## config.mk

```make
export PLATFORM = sky130hd
export DESIGN_NAME = multicycle_ctrl_unit_flat
export DESIGN_NICKNAME = d
export VERILOG_FILES = /design/src/rtl/multicycle_ctrl_unit_if.sv /design/src/rtl/multicycle_ctrl_unit.sv /design/src/flat_wrapper.sv
export SDC_FILE = /design/constraint.sdc
export NUM_CORES = 1
export LEC_CHECK = 0
export CORE_MARGIN = 4
export CORE_UTILIZATION = 35
export DETAILED_ROUTE_END_ITERATION = 10
export SLEW_MARGIN = 30
export SYNTH_ARGS = -nofsm -noshare
export SYNTH_HDL_FRONTEND = slang
export SYNTH_SLANG_ARGS = --single-unit
```

## constraint.sdc

```tcl
create_clock -name clk -period 2.3 [get_ports clk]
set_input_delay 0.46 -clock clk [delete_from_list [all_inputs] [get_ports clk]]
set_output_delay 0.46 -clock clk [all_outputs]
set_load 0.05 [all_outputs]
```

## src/rtl/multicycle_ctrl_unit_if.sv

```systemverilog
// Control bundle between the multi-cycle control unit and the datapath/IR.
// The master side is the control unit; the slave side is the datapath/IR/memory.
interface multicycle_ctrl_unit_if #(
    parameter int OPCODE_W = 3,
    parameter int ALUOP_W  = 2,
    parameter int CNT_W    = 16
);
    logic [OPCODE_W-1:0] opcode;
    logic                mem_ready;
    logic                stall;
    logic                Jmp;
    logic                MemRead;
    logic                MemtoReg;
    logic                MemWrite;
    logic                ALUsrc;
    logic                RegWrite;
    logic [ALUOP_W-1:0]  ALUop;
    logic                PCWrite;
    logic                IRWrite;
    logic                illegal;
    logic                mem_err;
    logic                instr_done;
    logic [CNT_W-1:0]    instr_count;

    modport master (
        input  opcode, mem_ready, stall,
        output Jmp, MemRead, MemtoReg, MemWrite, ALUsrc, RegWrite, ALUop,
               PCWrite, IRWrite, illegal, mem_err, instr_done, instr_count
    );

    modport slave (
        output opcode, mem_ready, stall,
        input  Jmp, MemRead, MemtoReg, MemWrite, ALUsrc, RegWrite, ALUop,
               PCWrite, IRWrite, illegal, mem_err, instr_done, instr_count
    );
endinterface

```

## src/rtl/multicycle_ctrl_unit.sv

```systemverilog
// Multi-cycle instruction sequencer: FETCH/DECODE/EXEC/MEM/WB with memory
// timeout, stall freeze, illegal-opcode trap and a retired-instruction counter.
//
// state  | meaning
// FETCH  | read instruction memory, load IR and bump PC on ready
// DECODE | latch opcode; jumps retire here
// EXEC   | ALU operation
// MEM    | data memory access for lw/sw
// WB     | register file write-back
// TRAP   | one-cycle illegal-opcode pulse
// ERR    | one-cycle memory-timeout pulse
module multicycle_ctrl_unit #(
    parameter int OPCODE_W    = 3,
    parameter int ALUOP_W     = 2,
    parameter int MEM_TIMEOUT = 8,
    parameter int CNT_W       = 16
) (
    input logic                  clk,
    input logic                  rst_n,
    multicycle_ctrl_unit_if.master bus
);
    localparam int WAIT_W = $clog2(MEM_TIMEOUT);

    // Opcode map: lw=0 sw=1 j=2 add=3 addi=4 sub=5, 6 and above illegal
    localparam logic [OPCODE_W-1:0] OP_LW   = OPCODE_W'(0);
    localparam logic [OPCODE_W-1:0] OP_SW   = OPCODE_W'(1);
    localparam logic [OPCODE_W-1:0] OP_J    = OPCODE_W'(2);
    localparam logic [OPCODE_W-1:0] OP_ADD  = OPCODE_W'(3);
    localparam logic [OPCODE_W-1:0] OP_SUB  = OPCODE_W'(5);
    localparam logic [OPCODE_W-1:0] OP_ILL  = OPCODE_W'(6);

    typedef enum logic [2:0] {
        S_FETCH, S_DECODE, S_EXEC, S_MEM, S_WB, S_TRAP, S_ERR
    } state_t;

    state_t              state, state_nx;
    logic [OPCODE_W-1:0] op_q;
    logic [WAIT_W-1:0]   wait_cnt;
    logic [CNT_W-1:0]    instr_cnt;
    logic                wait_last;

    logic                jmp, mem_rd, mem_to_reg, mem_wr, alu_src, reg_wr;
    logic [ALUOP_W-1:0]  alu_op;
    logic                pc_wr, ir_wr, ill, merr, done;

    assign wait_last = (wait_cnt == WAIT_W'(MEM_TIMEOUT - 1));

    always_comb begin
        state_nx   = state;
        jmp        = 1'b0;
        mem_rd     = 1'b0;
        mem_to_reg = 1'b0;
        mem_wr     = 1'b0;
        alu_src    = 1'b0;
        reg_wr     = 1'b0;
        alu_op     = '0;
        pc_wr      = 1'b0;
        ir_wr      = 1'b0;
        ill        = 1'b0;
        merr       = 1'b0;
        done       = 1'b0;
        case (state)
            S_FETCH: begin
                mem_rd = 1'b1;
                if (bus.mem_ready) begin
                    ir_wr    = 1'b1;
                    pc_wr    = 1'b1;
                    state_nx = S_DECODE;
                end else if (wait_last) begin
                    state_nx = S_ERR;
                end
            end
            S_DECODE: begin
                if (bus.opcode == OP_J) begin
                    jmp      = 1'b1;
                    pc_wr    = 1'b1;
                    done     = 1'b1;
                    state_nx = S_FETCH;
                end else if (bus.opcode >= OP_ILL) begin
                    state_nx = S_TRAP;
                end else begin
                    state_nx = S_EXEC;
                end
            end
            S_EXEC: begin
                alu_src  = (op_q != OP_ADD) && (op_q != OP_SUB);
                alu_op   = (op_q == OP_SUB) ? ALUOP_W'(1) : '0;
                state_nx = (op_q == OP_LW || op_q == OP_SW) ? S_MEM : S_WB;
            end
            S_MEM: begin
                alu_src = 1'b1;
                mem_rd  = (op_q == OP_LW);
                mem_wr  = (op_q == OP_SW);
                if (bus.mem_ready) begin
                    if (op_q == OP_LW) begin
                        state_nx = S_WB;
                    end else begin
                        done     = 1'b1;
                        state_nx = S_FETCH;
                    end
                end else if (wait_last) begin
                    state_nx = S_ERR;
                end
            end
            S_WB: begin
                reg_wr     = 1'b1;
                done       = 1'b1;
                mem_to_reg = (op_q == OP_LW);
                state_nx   = S_FETCH;
            end
            S_TRAP: begin
                ill      = 1'b1;
                state_nx = S_FETCH;
            end
            S_ERR: begin
                merr     = 1'b1;
                state_nx = S_FETCH;
            end
            default: state_nx = S_FETCH;
        endcase
        // A stall freezes the FSM and suppresses every strobe, ready included
        if (bus.stall) begin
            state_nx = state;
            pc_wr    = 1'b0;
            ir_wr    = 1'b0;
            reg_wr   = 1'b0;
            mem_wr   = 1'b0;
            mem_rd   = 1'b0;
            done     = 1'b0;
            ill      = 1'b0;
            merr     = 1'b0;
        end
    end

    always_ff @(posedge clk or negedge rst_n) begin
        if (!rst_n) begin
            state     <= S_FETCH;
            op_q      <= '0;
            wait_cnt  <= '0;
            instr_cnt <= '0;
        end else begin
            state <= state_nx;
            if (state == S_DECODE && !bus.stall) begin
                op_q <= bus.opcode;
            end
            if (state_nx != state) begin
                wait_cnt <= '0;
            end else if (!bus.stall && (state == S_FETCH || state == S_MEM)) begin
                wait_cnt <= wait_cnt + WAIT_W'(1);
            end
            if (done) begin
                instr_cnt <= instr_cnt + CNT_W'(1);
            end
        end
    end

    assign bus.Jmp         = rst_n & jmp;
    assign bus.MemRead     = rst_n & mem_rd;
    assign bus.MemtoReg    = rst_n & mem_to_reg;
    assign bus.MemWrite    = rst_n & mem_wr;
    assign bus.ALUsrc      = rst_n & alu_src;
    assign bus.RegWrite    = rst_n & reg_wr;
    assign bus.ALUop       = rst_n ? alu_op : '0;
    assign bus.PCWrite     = rst_n & pc_wr;
    assign bus.IRWrite     = rst_n & ir_wr;
    assign bus.illegal     = rst_n & ill;
    assign bus.mem_err     = rst_n & merr;
    assign bus.instr_done  = rst_n & done;
    assign bus.instr_count = rst_n ? instr_cnt : '0;
endmodule

```

## src/flat_wrapper.sv

```systemverilog
// flat-port wrapper written by rule: the top's interface ports become plain ports
module multicycle_ctrl_unit_flat 
#(
    parameter int OPCODE_W    = 3,
    parameter int ALUOP_W     = 2,
    parameter int MEM_TIMEOUT = 8,
    parameter int CNT_W       = 16
)
  (clk, rst_n, bus_opcode, bus_mem_ready, bus_stall, bus_Jmp, bus_MemRead, bus_MemtoReg, bus_MemWrite, bus_ALUsrc, bus_RegWrite, bus_ALUop, bus_PCWrite, bus_IRWrite, bus_illegal, bus_mem_err, bus_instr_done, bus_instr_count);
  multicycle_ctrl_unit_if #(.OPCODE_W(OPCODE_W), .ALUOP_W(ALUOP_W), .CNT_W(CNT_W)) bus_i ();
  input logic clk;
  input logic rst_n;
  input wire logic [$bits(bus_i.opcode)-1:0] bus_opcode;
  input wire logic [$bits(bus_i.mem_ready)-1:0] bus_mem_ready;
  input wire logic [$bits(bus_i.stall)-1:0] bus_stall;
  output wire logic [$bits(bus_i.Jmp)-1:0] bus_Jmp;
  output wire logic [$bits(bus_i.MemRead)-1:0] bus_MemRead;
  output wire logic [$bits(bus_i.MemtoReg)-1:0] bus_MemtoReg;
  output wire logic [$bits(bus_i.MemWrite)-1:0] bus_MemWrite;
  output wire logic [$bits(bus_i.ALUsrc)-1:0] bus_ALUsrc;
  output wire logic [$bits(bus_i.RegWrite)-1:0] bus_RegWrite;
  output wire logic [$bits(bus_i.ALUop)-1:0] bus_ALUop;
  output wire logic [$bits(bus_i.PCWrite)-1:0] bus_PCWrite;
  output wire logic [$bits(bus_i.IRWrite)-1:0] bus_IRWrite;
  output wire logic [$bits(bus_i.illegal)-1:0] bus_illegal;
  output wire logic [$bits(bus_i.mem_err)-1:0] bus_mem_err;
  output wire logic [$bits(bus_i.instr_done)-1:0] bus_instr_done;
  output wire logic [$bits(bus_i.instr_count)-1:0] bus_instr_count;
  assign bus_i.opcode = bus_opcode;
  assign bus_i.mem_ready = bus_mem_ready;
  assign bus_i.stall = bus_stall;
  assign bus_Jmp = bus_i.Jmp;
  assign bus_MemRead = bus_i.MemRead;
  assign bus_MemtoReg = bus_i.MemtoReg;
  assign bus_MemWrite = bus_i.MemWrite;
  assign bus_ALUsrc = bus_i.ALUsrc;
  assign bus_RegWrite = bus_i.RegWrite;
  assign bus_ALUop = bus_i.ALUop;
  assign bus_PCWrite = bus_i.PCWrite;
  assign bus_IRWrite = bus_i.IRWrite;
  assign bus_illegal = bus_i.illegal;
  assign bus_mem_err = bus_i.mem_err;
  assign bus_instr_done = bus_i.instr_done;
  assign bus_instr_count = bus_i.instr_count;
  multicycle_ctrl_unit #(.OPCODE_W(OPCODE_W), .ALUOP_W(ALUOP_W), .MEM_TIMEOUT(MEM_TIMEOUT), .CNT_W(CNT_W)) u_core (.clk(clk), .rst_n(rst_n), .bus(bus_i));
endmodule
```

-- After elaboration in Yosys (flattened, before gate mapping)
Cells that the tools add are included.
- reduce and logical (&&, ||, !) cells: 9
- muxes and demuxes: 38
- $lt $le $gt $ge: 1
- bitwise operators: 11
- add/subtract/negate cells: 2
- equal/unequal tests: 13
- operators by type and width (operator ; count):
    two-way mux 3 bit ; 10
    two-way mux 1 bit ; 20
    adder 16 x 1 -> 16 bit (second input constant) ; 1
    two-way mux 16 bit ; 1
    == test 3 bit (second input constant) ; 5
    case mux 3 bit (4 select lines) ; 1
    bitwise AND 1 bit ; 11
    == test 3 x 2 -> 1 bit (second input constant) ; 3
    == test 3 x 1 -> 1 bit (second input constant) ; 2
    zero test 3 bit ; 2
    case mux 1 bit (2 select lines) ; 3
    two-way mux 2 bit ; 2
    adder 3 x 1 -> 3 bit (second input constant) ; 1
    greater-or-equal comparator 3 bit (second input constant) ; 1
    logical AND 1 bit ; 3
    != test 3 x 2 -> 1 bit (second input constant) ; 1
    != test 3 bit ; 1
    != test 3 bit (second input constant) ; 1
    case mux 1 bit (3 select lines) ; 1
    logical OR 1 bit ; 2
    nonzero test 2 bit ; 1
    zero test 1 bit ; 1
- bits in registers: 25
- word-level logic and storage cells: 78
- input port bits: 7
- output and inout bits: 29

-- Longest topological paths before layout
Gate-level depths: netlist of the first run.
- word-level depth: 7
- gate-level depth with buffers: 6
- gate-level depth less buffers: 6

-- Worst setup path after synthesis of the first run
OpenSTA, ideal clock, no wires.
- path kind: register to output
- from: reg u_core.state[1]
- to: out bus_ALUsrc
- slack: -0.614 ns
- cell stages (with the launch flop): 4
- required time: 1.840 ns
- data arrival time: 2.454 ns
- buffers on the path: 1
- path through: dfrtp_1 clkbuf_1 inv_1 nor4b_1
- longest elaborated chain between the ends: 3
- elaborated cells between the ends (all ways): 4
- classes of those cells: eq/ne: 2; mux: 1; bitwise: 1
- RTL lines (item ; RTL line ; RTL):
    start: declaration ; multicycle_ctrl_unit.sv:36 ; state_t state, state_nx;
    start signal: assignment ; multicycle_ctrl_unit.sv:142 ; state <= state_nx;
    == test 3 x 2 -> 1 bit ; multicycle_ctrl_unit.sv:62 ; case (state)
    case mux 1 bit (2 select lines) (*) ; multicycle_ctrl_unit.sv:62 ;
    bitwise AND 1 bit (*) ; multicycle_ctrl_unit.sv:161 ; assign bus.ALUsrc = rst_n & alu_src;
    end: declaration ; flat_wrapper.sv:20 ; output wire logic [$bits(bus_i.ALUsrc)-1:0] bus_ALUsrc;
Mark *: on every way between the ends. The rest lies on a longest branch, timed or not.

-- Final worst setup path of the first run
- from: reg u_core.state[2]
- to: out bus_instr_done
- longest elaborated chain between the ends: 4
- elaborated cells between the ends (all ways): 6
- classes of those cells: eq/ne: 3; mux: 2; bitwise: 1
- RTL lines (item ; RTL line ; RTL):
    == test 3 bit, or another cell as far along ; multicycle_ctrl_unit.sv:62 ;
    case mux 1 bit (3 select lines) (*) ; multicycle_ctrl_unit.sv:62 ;
    two-way mux 1 bit (*) ; multicycle_ctrl_unit.sv:122 ; if (bus.stall) begin
    bitwise AND 1 bit (*) ; multicycle_ctrl_unit.sv:168 ; assign bus.instr_done = rst_n & done;
    end: declaration ; flat_wrapper.sv:27 ; output wire logic [$bits(bus_i.instr_done)-1:0] bus_instr_done;
Marked as above.

==> results of run 1 <==
## timing repair
item                                    CTS  global route
resized for setup                         1            10
endpoints found under the setup margin    1             2
buffers inserted                          0             1
pin swaps                                 0             1
## cells by family (layout without fill, tap and decap cells)
group	Yosys count	in the layout	synth area share, %
mux	7	7	4.26
fa+ha+maj	3	3	2.13
buf+inv	20	62	5.53
compound gates	35	35	19.0
other cells	1	1	0.213
simple gates	73	73	25.0
flops	25	25	35.5
xor+xnor	17	17	8.44
## per-layer routing
metal | vias up | wire length, um | global-route usage (%) | share of wire (%)
met3 | 8 | 188 | 3.63 | 4.4
met1 | 741 | 1940 | 19.8 | 45
met2 | 35 | 2080 | 24.3 | 49
met4 | 0 | 75 | 4.12 | 1.8
met5 | - | 0 | 0 | 0
li1 | 751 | - | - | -
## final timing paths
kind	start	endpoint	cells after the start
hold reg to reg	u_core.instr_cnt[15]$_DFFE_PN0N_	u_core.instr_cnt[15]$_DFFE_PN0N_	1
min in group clk	u_core.instr_cnt[15]$_DFFE_PN0N_	u_core.instr_cnt[15]$_DFFE_PN0N_	1
setup / recovery	u_core.state[2]$_DFF_PN0_	bus_instr_done	4
setup reg to reg	u_core.state[2]$_DFF_PN0_	u_core.instr_cnt[15]$_DFFE_PN0N_	5
hold / removal	rst_n	u_core.op_q[0]$_DFFE_PN0P_	1
max in group asynchronous	rst_n	u_core.state[1]$_DFF_PN0_	3
## sequential cells by signal (all words and copies together), names as in the netlist
name              flops
u_core.wait_cnt       3
u_core.state          3
u_core.op_q           3
u_core.instr_cnt     16
## per-stage QoR
stage,hold slack [ns],total power [W],instances,utilization (%)
3_5_place_dp,0.329,0.00137,285,52.7
2_1_floorplan,0.164,0.00111,181,-
3_3_place_gp,0.329,0.00136,285,52.7
4_1_cts,0.0248,0.00165,289,53.8
5_1_grt,0.0205,0.00177,290,54.8
6_report,0.0316,0.00165,290,54.8
## worst reg2reg max path, cell delays in order, from the launching register on
cell                        delay, ns
sky130_fd_sc_hd__dfrtp_1         0.50
sky130_fd_sc_hd__and3b_1         0.30
sky130_fd_sc_hd__nand3_2         0.19
sky130_fd_sc_hd__buf_4           0.25
sky130_fd_sc_hd__a2111oi_2       0.41
sky130_fd_sc_hd__xor2_1          0.17
## cells in the mapped netlist (2+ instances only)
| library cell | count | area, um^2 |
|---|---|---|
| sky130_fd_sc_hd__nor3b_1 | 4 | 30.0 |
| sky130_fd_sc_hd__and2_1 | 16 | 100 |
| sky130_fd_sc_hd__ha_1 | 3 | 37.5 |
| sky130_fd_sc_hd__mux2_2 | 3 | 33.8 |
| sky130_fd_sc_hd__dfrtp_1 | 25 | 626 |
| sky130_fd_sc_hd__xnor2_1 | 2 | 17.5 |
| sky130_fd_sc_hd__a21oi_1 | 6 | 30.0 |
| sky130_fd_sc_hd__clkbuf_1 | 6 | 22.5 |
| sky130_fd_sc_hd__mux2i_1 | 3 | 30.0 |
| sky130_fd_sc_hd__a211oi_1 | 6 | 45.0 |
| sky130_fd_sc_hd__and3_1 | 3 | 18.8 |
| sky130_fd_sc_hd__nor3_1 | 9 | 45.0 |
| sky130_fd_sc_hd__o31ai_1 | 2 | 15.0 |
| sky130_fd_sc_hd__a2111oi_1 | 5 | 50.1 |
| sky130_fd_sc_hd__nor2_1 | 6 | 22.5 |
| sky130_fd_sc_hd__and4_1 | 2 | 17.5 |
| sky130_fd_sc_hd__inv_1 | 7 | 26.3 |
| sky130_fd_sc_hd__xor2_1 | 15 | 131 |
| sky130_fd_sc_hd__nand3_1 | 8 | 40.0 |
| sky130_fd_sc_hd__a2111oi_2 | 5 | 75.1 |
| sky130_fd_sc_hd__buf_2 | 3 | 15.0 |
| sky130_fd_sc_hd__nand2_1 | 9 | 33.8 |
| sky130_fd_sc_hd__buf_6 | 2 | 22.5 |
| sky130_fd_sc_hd__nand4_1 | 4 | 25.0 |
## final cells by class
| class | instances | area, um^2 |
|---|---|---|
| well taps | 67 | 83.8 |
| multi-input cells | 136 | 1090 |
| flip-flops and latches | 25 | 628 |
| repair buffers | 51 | 766 |
| fillers | 457 | 2180 |
| inverters | 7 | 26.3 |
| clock buffers | 4 | 45.0 |
## power by group
part | internal, W | switching (W) | leakage [nW]
combinational | 0.000332 | 0.000375 | 0.804
sequential | 0.000524 | 0.000151 | 0.324
clock | 0.000124 | 0.000144 | 0.0228
==> flow_summary.yaml, run 1 <==
final_layout:
  layout_common_cells: "sky130_fd_sc_hd__buf_12 (27), sky130_fd_sc_hd__dfrtp_1 (23), sky130_fd_sc_hd__buf_4 (17)"
  area.growth.synth_to_final_pct: 49.6
  drive_gt1_share_pct: 33.6
  design_area_um2: 2640
  final_antenna_diode_count: 0
  nets: 234
  layout_commonest_cell: "sky130_fd_sc_hd__buf_12"
worst_hold_path:
  worstHoldPathType: "input pin to async pin"
synth:
  synth-main-ff-cell: "sky130_fd_sc_hd__dfrtp_1"
  synth_area_per_cell_um2: 9.75
  postSynthRegisterBits: 25
  ys_types: 51
  synth_enable_flop_cells: 0
  yosysWarnings: 0
  synthesis.nets: 191
  synth-seq-area-share_pct: 35.5
  synth_cells: 181
  async_reset_ff_share_pct: 100
  synthesis.area_um2: 1760
clocking:
  cts.root.buffer_cell: "sky130_fd_sc_hd__clkbuf_8"
  clock_path_buffers: 2
  clk_pin_slew_ns: 0.09
  h_tree_levels: 1
  cts_hold_buf: 0
  clock_latency_ns: 0.27
  numCtsBuffers: 3
  cts_tree: "done"
  clock-sinks: 25
timing:
  final-setup-viol-count: 0
  finalWorstSetupSlack_ns: 0.115
  hold_viol: 0
  final_count_of_pins_violating_max_slew: 0
  setup_total_negative_slack_ns: 0
  post-route-min-period_ns: 2.19
  fmax_ghz: 0.458
  fin_worst_skew_ns: 0.00439
  rsz0062_at_grt: "no"
  final_min_period_over_clock_period_pct: 95.0
pwr:
  vdd_drop_max_mv: 0.503
  cellPowerDensity_nw_per_um2: 624
  total_leakage_power_nw: 1.15
die:
  fp.dieH_um: 79.0
  die-width_um: 79.0
  initial_utilization_pct: 36.6
  num_rows: 25
  dieArea_um2: 6240
  fp.coreArea_um2: 4820
  io_pins: 36
setup_path:
  crit_path_top_delay_cell: "sky130_fd_sc_hd__dfrtp_1"
  cp_cell_sequence: "and3b_1 -> nand3_2 -> a21oi_2 -> buf_12"
  worstSetupPathType: "flop to primary output"
  cp_max_fo: 9
  worstSetupEndpointType: "primary output"
  crit_arrival_ns: 1.73
  timing.critical_path.from_type: "flop"
  worst_path_largest_cell_delay_ns: 0.50
  worst_ep_required_time_ns: 1.84
  worst-r2r-setup-slack_ns: 0.40
  worstPathBufferInverterCount: 1
  timing.critical_path.max_delay_family: "flip-flops"
global_route:
  grt_usage_pct: 15.0
  grt_antenna_before_repair: 0
  overflow: 0
  grt_pass1_vias: 1572
  grt_first_pass_wirelength_mm: 7.53
  grt_max_degree: 24
place:
  place.detailed.hpwl_mm: 3.23
  port-buffer-count: 34
  postPlaceCellArea_um2: 2540
  pre_cts_slack_ns: 0.0124
  place.gp.congestion: 0.807
drt:
  dr_total_vias: 1535
  drt-total-wl_mm: 4.28
  drt_iter0_markers: 82
  routedWlPerCell_um: 14.8
  drc: 0
  drt_pre_antenna_iters: 4
  antenna_left: 0
  drt-vias-per-instance: 5.29
status:
  outcome: "complete, no violations"
run:
  maxCapViolCount: 0
Note: power is estimated with default switching activity, not from simulation.
==> run 2, diff against run 1 <==
- CORE_MARGIN: 4 -> default
- CORE_UTILIZATION: 35 -> 30
- MAX_ROUTING_LAYER: default -> met4
==> flow_summary.yaml, run 2 (synthesis results as in run 1) <==
status:
  outcome: "complete, no violations"
setup_path:
  worst_r2r_endpoint: "u_core.instr_cnt[1]$_DFFE_PN0N_"
  worstSetupPathType: "input pin to primary output"
  timing.critical_path.from_type: "input pin"
  crit_end: "bus_PCWrite"
  worstSetupStartpoint: "bus_mem_ready"
  cp_max_fo: 5
  worstSetupEndpointType: "primary output"
  worst_reg2reg_startpoint: "u_core.state[2]$_DFF_PN0_"
  worst-r2r-setup-slack_ns: 0.38
  ff2ff_path_depth: 5
  crit_arrival_ns: 1.76
  worst_ep_required_time_ns: 1.84
place:
  place.gp.congestion: 0.809
  place.detailed.hpwl_mm: 3.25
  port-buffer-count: 34
  postPlaceCellArea_um2: 2570
clocking:
  clock_latency_ns: 0.27
  clock-sinks: 25
  cts_resized: 0
  cts_hold_buf: 0
  clk_pin_slew_ns: 0.09
  cts.root.buffer_cell: "sky130_fd_sc_hd__clkbuf_8"
  cts_tree: "done"
  numCtsBuffers: 3
  postCtsSetupRepairBufs: 0
  clock_path_buffers: 2
  h_tree_levels: 1
timing:
  tightest_slew_ns: 0.506
  final_min_period_over_clock_period_pct: 96.6
  rsz0062_at_grt: "no"
  post-route-min-period_ns: 2.22
  slew_headroom_pct: 66.0
  final_count_of_pins_violating_max_slew: 0
  final-setup-viol-count: 0
  hold_viol: 0
  setup_total_negative_slack_ns: 0
  fin_worst_skew_ns: 0.00209
  fmax_ghz: 0.450
  hold-worst-slack_ns: 0.0324
pwr:
  vdd_drop_max_mv: 0.529
  cellPowerDensity_nw_per_um2: 625
  total_leakage_power_nw: 1.16
drt:
  drt_pre_antenna_iters: 4
  routedWlPerCell_um: 14.2
  dr_total_vias: 1519
  antenna_left: 0
  drt-vias-per-instance: 5.10
  drt-total-wl_mm: 4.23
  drc: 0
  drt_iter0_markers: 87
global_route:
  grt_max_degree: 24
  grt_antenna_before_repair: 0
  grt_usage_pct: 14.9
  grt_pass1_vias: 1486
  grt_first_pass_wirelength_mm: 7.04
  overflow: 0
final_layout:
  fin_util_pct: 47.5
  largest_register_ffs: 16
  design_area_um2: 2650
  final_antenna_diode_count: 0
  area.growth.synth_to_final_pct: 50.2
  layout_commonest_cell: "sky130_fd_sc_hd__buf_12"
  layout_common_cells: "sky130_fd_sc_hd__buf_12 (27), sky130_fd_sc_hd__dfrtp_1 (24), sky130_fd_sc_hd__buf_4 (20)"
  fillCellCount: 517
  nets: 237
  drive_gt1_share_pct: 34.5
  largest-register: "u_core.instr_cnt"
die:
  io_pins: 36
  dieArea_um2: 6190
  fp.dieH_um: 78.7
  initial_utilization_pct: 31.6
  fp.coreArea_um2: 5570
  num_rows: 27
  die-width_um: 78.7
worst_hold_path:
  worstHoldPathType: "input pin to async pin"
run:
  maxCapViolCount: 0
==> run 2: report_power, final <==
group	leakage [nW]	internal, W	switching [W]	total, W
registers	0.325	0.000523	0.000130	0.000653
clock network	0.0255	0.000121	0.000142	0.000263
logic	0.806	0.000345	0.000396	0.000741
==> run 2: final cells by class <==
cell class / count / area, um^2 / area share (%)
Inverter: 7 / 26.3 / 0.992
Sequential cell: 25 / 627 / 23.7
Multi-Input combinational cell: 136 / 1070 / 40.6
Clock inverter: 1 / 5.00 / 0.189
Clock buffer: 3 / 41.3 / 1.56
Tap cell: 72 / 90.1 / 3.40
Timing Repair Buffer: 54 / 786 / 29.7
==> run 2: worst min-delay path by stage <==
stage | end | start | slack, ns
2_1_floorplan | u_core.instr_cnt[0]$_DFFE_PN0N_ | rst_n | 0.16
3_3_place_gp | u_core.wait_cnt[0]$_DFFE_PN0P_ | rst_n | 0.32
3_5_place_dp | u_core.wait_cnt[2]$_DFFE_PN0P_ | rst_n | 0.32
4_1_cts | u_core.wait_cnt[2]$_DFFE_PN0P_ | rst_n | 0.03
5_1_grt | u_core.wait_cnt[0]$_DFFE_PN0P_ | rst_n | 0.02
6_report | u_core.wait_cnt[0]$_DFFE_PN0P_ | rst_n | 0.03
==> run 2: per-stage QoR <==
stage,power (W),instances,setup WS (ns)
6_report,0.00166,298,0.0778
4_1_cts,0.00167,298,0.0136
2_1_floorplan,0.00111,181,-0.139
3_5_place_dp,0.00140,294,0.0255
5_1_grt,0.00177,298,0.0228
3_3_place_gp,0.00139,294,0.0477
==> run 2: per-layer routing <==
layer / wire (um) / share of wire [%] / vias to the layer above / track usage, %
met5: 0 / 0 / - / -
met4: 17 / 0.40 / 0 / 3.89
met3: 103 / 2.4 / 2 / 1.74
met2: 2150 / 51 / 21 / 24.5
met1: 1960 / 46 / 738 / 19.2
li1: - / - / 758 / -
==> run 2: worst max-delay path, stage by stage <==
cell	delay [ns]
sky130_fd_sc_hd__clkdlybuf4s50_1	0.61
sky130_fd_sc_hd__mux2i_1	0.13
sky130_fd_sc_hd__nor4_2	0.24
sky130_fd_sc_hd__bufbuf_16	0.32
==> run 3, diff against run 2 <==
- SLEW_MARGIN: 30 -> 20
==> results of run 3 <==
The final DEF is identical to that of run 2; final timing and power are the same.
